==> config.mk <==
export PLATFORM = sky130hd
export DESIGN_NAME = shapool_result_collector
export DESIGN_NICKNAME = d
export VERILOG_FILES = /design/src/rtl/shapool_pkg.sv /design/src/rtl/shapool_result_fifo.sv /design/src/rtl/shapool_result_collector.sv
export SDC_FILE = /design/constraint.sdc
export NUM_CORES = 1
export LEC_CHECK = 0
export CORE_MARGIN = 5
export CORE_UTILIZATION = 50
export CTS_CLUSTER_SIZE = 10
export DETAILED_ROUTE_END_ITERATION = 16
export GPL_ROUTABILITY_DRIVEN = 1
export PLACE_DENSITY_LB_ADDON = 0.05
export SLEW_MARGIN = 20
export SYNTH_ARGS = -nofsm -noshare
export SYNTH_HDL_FRONTEND = slang
export SYNTH_SLANG_ARGS = --single-unit
export TNS_END_PERCENT = 50
==> constraint.sdc <==
create_clock -name clk -period 3.4 [get_ports clk]
set_input_delay 1.02 -clock clk [delete_from_list [all_inputs] [get_ports clk]]
set_output_delay 1.02 -clock clk [all_outputs]
set_load 0.02 [all_outputs]
==> src/rtl/shapool_pkg.sv <==
// Shared definitions for the shapool result path: nonce widths, pipeline lag
// and the rebuild of a full 32-bit nonce from pipeline index, base and prefix.
package shapool_pkg;

  localparam int unsigned SHAPOOL_NONCE_LAG = 2;
  localparam int unsigned SHAPOOL_NONCE_W   = 32;
  localparam int unsigned SHAPOOL_MSB_W     = 8;

  // The pipeline index occupies the top idx_w bits, the counter base the rest;
  // the job prefix is then folded into the top byte.
  function automatic logic [31:0] shapool_nonce_rebuild(
    input logic [31:0] idx,
    input logic [31:0] base,
    input logic [7:0]  msb,
    input int unsigned idx_w
  );
    int unsigned base_w;
    logic [31:0] base_mask;
    base_w    = SHAPOOL_NONCE_W - idx_w;
    base_mask = (32'd1 << base_w) - 32'd1;
    return ((idx << base_w) | (base & base_mask)) ^ {msb, 24'h000000};
  endfunction

endpackage

==> src/rtl/shapool_result_fifo.sv <==
// Synchronous register FIFO. The head is shown combinationally; when empty the
// output holds the most recently popped word (zero after reset).
module shapool_result_fifo #(
  parameter int unsigned DATA_W     = 32,
  parameter int unsigned DEPTH      = 4,
  parameter int unsigned DEPTH_LOG2 = 2
) (
  input  logic              clk,
  input  logic              reset_n,
  input  logic              i_push,
  input  logic [DATA_W-1:0] i_push_data,
  input  logic              i_pop,
  output logic [DATA_W-1:0] o_data,
  output logic              o_full,
  output logic              o_empty
);

  localparam logic [DEPTH_LOG2:0] FULL_CNT = (DEPTH_LOG2 + 1)'(DEPTH);

  logic [DATA_W-1:0]     r_mem [DEPTH];
  logic [DEPTH_LOG2-1:0] r_wr_ptr;
  logic [DEPTH_LOG2-1:0] r_rd_ptr;
  logic [DEPTH_LOG2:0]   r_count;
  logic [DATA_W-1:0]     r_last;
  logic                  w_do_push;
  logic                  w_do_pop;

  assign o_full    = (r_count == FULL_CNT);
  assign o_empty   = (r_count == '0);
  assign w_do_pop  = i_pop & ~o_empty;
  assign w_do_push = i_push & (~o_full | w_do_pop);
  assign o_data    = o_empty ? r_last : r_mem[r_rd_ptr];

  // Storage write; contents need no reset since count gates visibility.
  always_ff @(posedge clk) begin
    if (w_do_push) begin
      r_mem[r_wr_ptr] <= i_push_data;
    end
  end

  // Pointer, occupancy and last-popped tracking.
  always_ff @(posedge clk) begin
    if (!reset_n) begin
      r_wr_ptr <= '0;
      r_rd_ptr <= '0;
      r_count  <= '0;
      r_last   <= '0;
    end else begin
      if (w_do_push) begin
        r_wr_ptr <= r_wr_ptr + 1'b1;
      end
      if (w_do_pop) begin
        r_rd_ptr <= r_rd_ptr + 1'b1;
        r_last   <= r_mem[r_rd_ptr];
      end
      case ({w_do_push, w_do_pop})
        2'b10:   r_count <= r_count + 1'b1;
        2'b01:   r_count <= r_count - 1'b1;
        default: r_count <= r_count;
      endcase
    end
  end

endmodule

==> src/rtl/shapool_result_collector.sv <==
// Collects shapool match events, rebuilds one full nonce per matching
// pipeline, queues them and streams them out with sticky drop tracking.
module shapool_result_collector
  import shapool_pkg::*;
#(
  parameter int unsigned POOL_SIZE       = 2,
  parameter int unsigned POOL_SIZE_LOG2  = 1,
  parameter int unsigned NONCE_LAG       = SHAPOOL_NONCE_LAG,
  parameter int unsigned FIFO_DEPTH      = 4,
  parameter int unsigned FIFO_DEPTH_LOG2 = 2
) (
  input  logic        clk,
  input  logic        reset_n,
  input  logic        success,
  input  logic [31:0] nonce,
  input  logic [7:0]  match_flags,
  input  logic [7:0]  nonce_start_MSB,
  output logic        result_valid,
  input  logic        result_ready,
  output logic [31:0] result_nonce,
  output logic        overflow,
  output logic [7:0]  drop_count
);

  localparam int unsigned         W        = SHAPOOL_NONCE_W - POOL_SIZE_LOG2;
  localparam logic [W-1:0]         LAG_W    = W'(NONCE_LAG);
  localparam logic [POOL_SIZE-1:0] MASK_ONE = POOL_SIZE'(1);

  logic [POOL_SIZE-1:0]      r_pending_mask;
  logic [W-1:0]              r_pending_base;
  logic [7:0]                r_pending_msb;
  logic                      r_overflow;
  logic [7:0]                r_drop_count;

  logic [POOL_SIZE-1:0]      w_flags;
  logic [W-1:0]              w_base;
  logic                      w_busy;
  logic                      w_event;
  logic                      w_capture;
  logic                      w_drop;
  logic                      w_pop;
  logic                      w_push;
  logic                      w_fifo_full;
  logic                      w_fifo_empty;
  logic [31:0]               w_push_data;
  logic [POOL_SIZE_LOG2-1:0] w_sel_idx;
  logic                      w_sel_found;
  logic                      w_unused_nonce;

  assign w_flags        = match_flags[POOL_SIZE-1:0];
  assign w_base         = nonce[W-1:0] - LAG_W;
  assign w_busy         = |r_pending_mask;
  assign w_event        = success & (|w_flags);
  assign w_capture      = w_event & ~w_busy;
  assign w_drop         = w_event & w_busy;
  assign w_pop          = result_valid & result_ready;
  assign w_push         = w_busy & (~w_fifo_full | w_pop);
  assign w_push_data    = shapool_nonce_rebuild(32'(w_sel_idx), 32'(r_pending_base),
                                                r_pending_msb, POOL_SIZE_LOG2);
  assign w_unused_nonce = &{1'b0, nonce[31:W]};

  generate
    if (POOL_SIZE < 8) begin : g_unused_flags
      logic w_unused_flags;
      assign w_unused_flags = &{1'b0, match_flags[7:POOL_SIZE]};
    end
  endgenerate

  assign result_valid = ~w_fifo_empty;
  assign overflow     = r_overflow;
  assign drop_count   = r_drop_count;

  // Lowest set pending bit is drained first.
  always_comb begin
    w_sel_idx   = '0;
    w_sel_found = 1'b0;
    for (int unsigned i = 0; i < POOL_SIZE; i++) begin
      if (r_pending_mask[i] && !w_sel_found) begin
        w_sel_idx   = POOL_SIZE_LOG2'(i);
        w_sel_found = 1'b1;
      end
    end
  end

  // Pending event capture and per-cycle drain into the FIFO.
  always_ff @(posedge clk) begin
    if (!reset_n) begin
      r_pending_mask <= '0;
      r_pending_base <= '0;
      r_pending_msb  <= '0;
    end else if (w_capture) begin
      r_pending_mask <= w_flags;
      r_pending_base <= w_base;
      r_pending_msb  <= nonce_start_MSB;
    end else if (w_push) begin
      r_pending_mask <= r_pending_mask & ~(MASK_ONE << w_sel_idx);
    end
  end

  // Sticky overflow and saturating drop counter for collided events.
  always_ff @(posedge clk) begin
    if (!reset_n) begin
      r_overflow   <= 1'b0;
      r_drop_count <= '0;
    end else if (w_drop) begin
      r_overflow <= 1'b1;
      if (r_drop_count != 8'hFF) begin
        r_drop_count <= r_drop_count + 8'd1;
      end
    end
  end

  shapool_result_fifo #(
    .DATA_W     (32),
    .DEPTH      (FIFO_DEPTH),
    .DEPTH_LOG2 (FIFO_DEPTH_LOG2)
  ) u_fifo (
    .clk         (clk),
    .reset_n     (reset_n),
    .i_push      (w_push),
    .i_push_data (w_push_data),
    .i_pop       (w_pop),
    .o_data      (result_nonce),
    .o_full      (w_fifo_full),
    .o_empty     (w_fifo_empty)
  );

endmodule

# Word-level counts from Yosys, hierarchy flattened
# Memories as Yosys holds them, arrays and structs flattened. A register that Yosys moved wholly into a read port is not among the register bits.
# Cells that the tools add are included.
[totals]
reg_bits = 89
ramBits = 128
input_bits = 52
out_inout_bits = 42
word_cells = 55
memories = 1
[op_classes]
addsub = 6
eq_ne = 4
n_shift = 1
muxes = 10
bitwise_logic = 16
n_reduce_logical = 8
[memory_table]
columns = ["memory", "depth", "width", "rd", "rd_ports_with_merged_regs", "wr", "line_no", "rtl"]
rows = [
  ["u_fifo.r_mem", 4, 32, 1, 1, 1, "shapool_result_fifo.sv:20", "logic [DATA_W-1:0] r_mem [DEPTH];"],
]
[op_table]
columns = ["op", "n"]
rows = [
  ["32-bit two-way mux", 1],
  ["32-bit by 31-bit bitwise OR with 32-bit output", 1],
  ["32-bit XOR", 1],
  ["31-bit by 2-bit subtractor with 31-bit output (second input constant)", 1],
  ["8-bit by 1-bit adder with 8-bit output (second input constant)", 1],
  ["2-bit two-way mux", 4],
  ["8-bit != test (second input constant)", 1],
  ["1-bit AND", 7],
  ["3-bit case mux with 2 select lines", 1],
  ["2-bit by 1-bit adder with 2-bit output (second input constant)", 2],
  ["1-bit two-way mux", 4],
  ["2-bit nonzero test", 2],
  ["2-bit OR reduction", 2],
  ["3-bit by 1-bit adder with 3-bit output (second input constant)", 1],
  ["3-bit == test (second input constant)", 1],
  ["3-bit logical NOT", 1],
  ["1-bit inverter", 3],
  ["3-bit by 1-bit subtractor with 3-bit output (second input constant)", 1],
  ["2-bit AND", 1],
  ["2-bit by 1-bit == test with 1-bit output (second input constant)", 1],
  ["2-bit == test (second input constant)", 1],
  ["2-bit inverter", 1],
  ["1-bit bitwise OR", 2],
  ["2-bit AND reduction", 1],
  ["other kinds (3)", 3],
]

# Depth between registers and ports, before layout
[depth]
ltp_word = 9
depth_mapped = 11
ltp_nobuf = 9

# By module
# A second synthesis with hierarchy kept.
[unflattened]
hier_cells = 643
area_unflattened_um2 = 9093.7
[modules_own_cells]
columns = ["mod", "n_inst", "cells_each", "area_per_inst_um2", "seq_area_each_um2"]
rows = [
  ["shapool_result_fifo", 1, 342, 6580.1, 4664.5],
  ["shapool_result_collector", 1, 301, 2513.7, 1001.0],
]

# Worst setup path before layout
# Ideal clock, no wire load.
[synth_path]
kind = "input -> register"
startpoint = "input result_ready"
endpoint = "register u_fifo.r_count[2]"
setup_time_ns = 0.070
arrival_ns = 2.840
required_ns = 3.330
slack_ns = 0.490
path_stages = 9
path_buffers = 0
path_cell_list = "nor4b_1 -> nor2_1 -> inv_1 -> ha_1 -> inv_1 -> fa_1 -> xor2_1 -> or3_1 -> a21oi_1"
[synth_between]
elab_chain_len = 6
word_cells_on_any_way = 10
classes_between = "eq/ne (2); mux (1); bitwise (6); reduce/logical (1)"
[synth_rtl]
columns = ["element", "line_no", "rtl"]
rows = [
  ["start: declaration", "shapool_result_collector.sv:19", "input logic result_ready,"],
  ["1-bit AND *", "shapool_result_collector.sv:56", "assign w_pop = result_valid & result_ready;"],
  ["1-bit bitwise OR / 1-bit AND (equally long branches)", "shapool_result_collector.sv:57, shapool_result_fifo.sv:30", ""],
  ["1-bit AND / 1-bit bitwise OR (equally long branches)", "shapool_result_collector.sv:57, shapool_result_fifo.sv:31", ""],
  ["1-bit AND", "shapool_result_fifo.sv:31", "assign w_do_push = i_push & (~o_full | w_do_pop);"],
  ["2-bit by 1-bit == test with 1-bit output / 2-bit == test (equally long branches)", "shapool_result_fifo.sv:56", "case ({w_do_push, w_do_pop})"],
  ["3-bit case mux with 2 select lines / 2-bit nonzero test (equally long branches)", "n/a", ""],
  ["end signal: assignment", "shapool_result_fifo.sv:57", "2'b10: r_count <= r_count + 1'b1;"],
  ["end signal: assignment", "shapool_result_fifo.sv:58", "2'b01: r_count <= r_count - 1'b1;"],
  ["end signal: assignment", "shapool_result_fifo.sv:59", "default: r_count <= r_count;"],
  ["end: declaration", "shapool_result_fifo.sv:23", "logic [DEPTH_LOG2:0] r_count;"],
]
# Mark *: on every way between the ends. The rest lies on a longest branch, timed or not.
# A chain may end at the register's enable or synchronous reset.

==> flow_summary_export.csv <==
group,metric,value,unit
status,outcome,"complete, no violations",
flow_run,max_cap_viol_count,0,
clock_tree,clock_latency,0.51,ns
setup_path,critPathSlowestCell,"mux4_2",
sta,post-route-min-period,3.29,ns
floorplan,die-width,144,um
power_and_ir_drop,p_leak,3.79,nW
layout,fill_cells,1398,
yosys,ys_async_sr_fraction,0,%
global_route,grt.total_usage,19.2,%
floorplan,core,0.0174,mm^2
place,numPortBuffers,86,
place,hpwlAfterDp,12400,um
sta,max_slew_margin,58.8,%
drt,routed_wl,19700,um
sta,rsz0062_at_grt,"no",
yosys,synthFlopType,"edfxtp_1",
power_and_ir_drop,power,7.88,mW
layout,fin_cells,1024,
clock_tree,htreeDepth,1,
setup_path,end_kind,"output pin",
floorplan,num_rows,48,
yosys,yosysTopAreaCell,"edfxtp_1",
drt,vias_per_cell,5.65,
drt,vias,5781,
global_route,grt_max_degree,45,
yosys,yosysMostFrequentCell,"edfxtp_1",
place,dpl.cell_count,978,
yosys,yosysWarnings,0,
drt,avgRoutedWirePerCell,19.2,um
min_path,hold_class,"reg -> reg",
sta,fmax,0.304,GHz
place,place_congestion,0.799,
power_and_ir_drop,ir_drop,0.000478,V
yosys,synth_top_area_share,43.1,%
sta,worst_pin_slew,0.618,ns
setup_path,cp.required,2.38,ns
sta,fin_setup_tns,0,ns
global_route,grt_pass1_wl,31100,um
global_route,grt_overflow,0,
power_and_ir_drop,power.density,724,mW/mm^2
floorplan,initial_core_util,51.3,%
yosys,syn_inst,679,
yosys,ys_seq_area_share,63.5,%
yosys,synth.cell_area,0.00893,mm^2
yosys,syn-num-nets,739,
floorplan,dieArea,0.0206,mm^2
yosys,synth.avg_cell_area,13.1,um^2
layout,areaGrowthSynthToFinish,21.9,%
layout,layout.nets,841,
place,place_area,0.0102,mm^2
setup_path,critPathMaxFanout,20,
clock_tree,clk_pin_slew,0.05,ns
sta,finalClockSkew,0.00986,ns
floorplan,dieHeight,144,um
layout,drive_above_1_share,16.3,%
min_path,min_from,"u_fifo.r_last[17]",
drt,post-route-drc-count,0,
layout,final_util,62.5,%
yosys,yosysUniqueCellTypes,49,
setup_path,cp.arrival,2.27,ns
yosys,ys_top_cells_by_area,"edfxtp_1 (43%), dfxtp_1 (20%), mux4_2 (8.1%)",
clock_tree,cts_buffers,26,
yosys,synth_edf_count,128,
global_route,antenna_found_initial,0,
clock_tree,numClockSinks,219,
sta,hold_viol_final,0,
setup_path,cp-start-kind,"register",
drt,antenna_left,0,
yosys,synth_seq_cells,219,
sta,setup_violations,0,
setup_path,slowest_delay,0.57,ns
floorplan,io_pins,94,
clock_tree,cts_tree,"done",
setup_path,r2r_start,"u_fifo.r_count[0]",
yosys,ys_top_cells_by_count,"edfxtp_1 (128), nand2_1 (94), dfxtp_1 (91), a21oi_1 (54)",
setup_path,path_class,"reg -> out",
global_route,grt_pass1_vias,6011,
clock_tree,root_buffer,"clkbuf_16",
sta,slew_viol_final,0,
setup_path,crit_buf_inv,2,
layout,antenna_cells,0,
sta,finalCritPeriodShare,96.8,%
setup_path,path_cells,"buf_12 -> mux4_2 -> mux2_2 -> dlygate4sd2_1",
drt,drt-initial-drc-count,310,
layout,final_area,0.0109,mm^2
clock_tree,cts.path.max_buffers,3,
setup_path,crit_family,"multiplexers",
drt,firstDrtPassIters,5,
[flip-flops by register name (all words and copies together), names as in the netlist, named ones only]
name,cells
drop_count,8
u_fifo.r_count,3
u_fifo.r_mem,128
r_pending_mask,2
r_pending_msb,8
r_pending_base,31
u_fifo.r_wr_ptr,2
u_fifo.r_last,32
u_fifo.r_rd_ptr,2
overflow,1
[metrics by stage]
| step | hold slack, ns | worst slack [ns] |
|---|---|---|
| floorplan | 0.434 | 0.490 |
| global placement | 0.439 | 0.184 |
| detailed placement | 0.447 | 0.0266 |
| CTS | 0.454 | -0.0685 |
| global route | 0.484 | 0.0103 |
| finish | 0.454 | 0.108 |
[cell type report]
class / instances / area [um^2] / share of cell area, %
multi-input cells: 408 / 3060 / 28.2
clock inverters: 2 / 10.0 / 0.0920
inverters: 12 / 45.0 / 0.414
repair buffers: 114 / 1060 / 9.77
well taps: 225 / 282 / 2.59
flip-flops and latches: 219 / 5670 / 52.1
clock buffers: 44 / 749 / 6.89
[cell usage in the layout, fill, tap and decap left out, types with 2 or more instances in the layout]
master           instances
nor4_1                   4
nand3_1                  6
a31oi_1                 14
mux4_2                  32
o31ai_1                  8
o21a_1                   3
edfxtp_1               128
clkbuf_16               27
nand4_1                  4
xor2_1                  20
dlygate4sd2_1           31
mux2_2                  32
xnor2_1                  8
ha_1                     7
o41ai_1                  2
buf_12                   2
dfxtp_1                 90
nor3_1                   2
o21ai_0                 31
nand2_1                 94
nand2b_1                 3
buf_4                   25
inv_1                   10
clkinv_2                 2
and2_1                   4
or4_1                    9
or3_1                   11
nand3b_1                 2
a211oi_1                 8
clkbuf_1                16
nand4b_1                 2
clkdlybuf4s50_1         54
mux2i_1                  3
a21oi_1                 54
o31a_1                   2
nor2_1                  26
[cells by family (layout without fill, tap and decap cells)]
logic type | count (synthesis) | count (layout) | synth area share [%]
XOR/XNOR | 28 | 28 | 2.75
multiplexers | 67 | 67 | 12.4
AND/OR/NAND/NOR | 177 | 177 | 9.57
flip-flops | 219 | 219 | 63.5
buffers and inverters | 52 | 172 | 2.26
AO/OA/AOI/OAI | 128 | 128 | 8.30
adder cells (fa/ha/maj) | 8 | 8 | 1.21
[per-layer routing]
metal | track usage [%] | share of wire, % | vias up
met3 | 2.96 | 4.8 | 27
met4 | 4.16 | 1.3 | 0
li1 | - | - | 2736
met5 | 0 | 0 | -
met2 | 34.7 | 52 | 141
met1 | 24.5 | 42 | 2877
[timing repair]
action                     4_1_cts  5_1_grt
buffers inserted                 0        0
hold buffers                     0        0
setup endpoints to repair       32        1
resized for setup               32        1
hold endpoints to repair         0        0
[power breakdown]
group	total, mW	leakage [nW]	internal [mW]	switching (mW)
combinational	2.27	1.50	1.02	1.25
clock	2.46	0.367	1.48	0.975
sequential	3.15	1.92	3.03	0.116
total	7.88	3.79	5.53	2.34
[worst reg2reg max path: stages (launching register included)]
cell,delay (ns)
dfxtp_1,0.39
or3_1,0.16
buf_4,0.27
nand2_1,0.12
clkinv_1,0.07
ha_1,0.20
inv_1,0.07
fa_1,0.38
xor2_1,0.16
or3_1,0.30
a21oi_1,0.16
[final timing paths]
kind / slack (ns) / to / cells after the start
worst max-delay path: 0.11 / result_nonce[11] / 4
worst min-delay path: 0.45 / u_fifo.r_last[17] / 2
worst max register to register: 1.05 / u_fifo.r_count[2] / 10
worst min register to register: 0.45 / u_fifo.r_last[17] / 2
No activity file was read; power rests on OpenSTA's default activity.
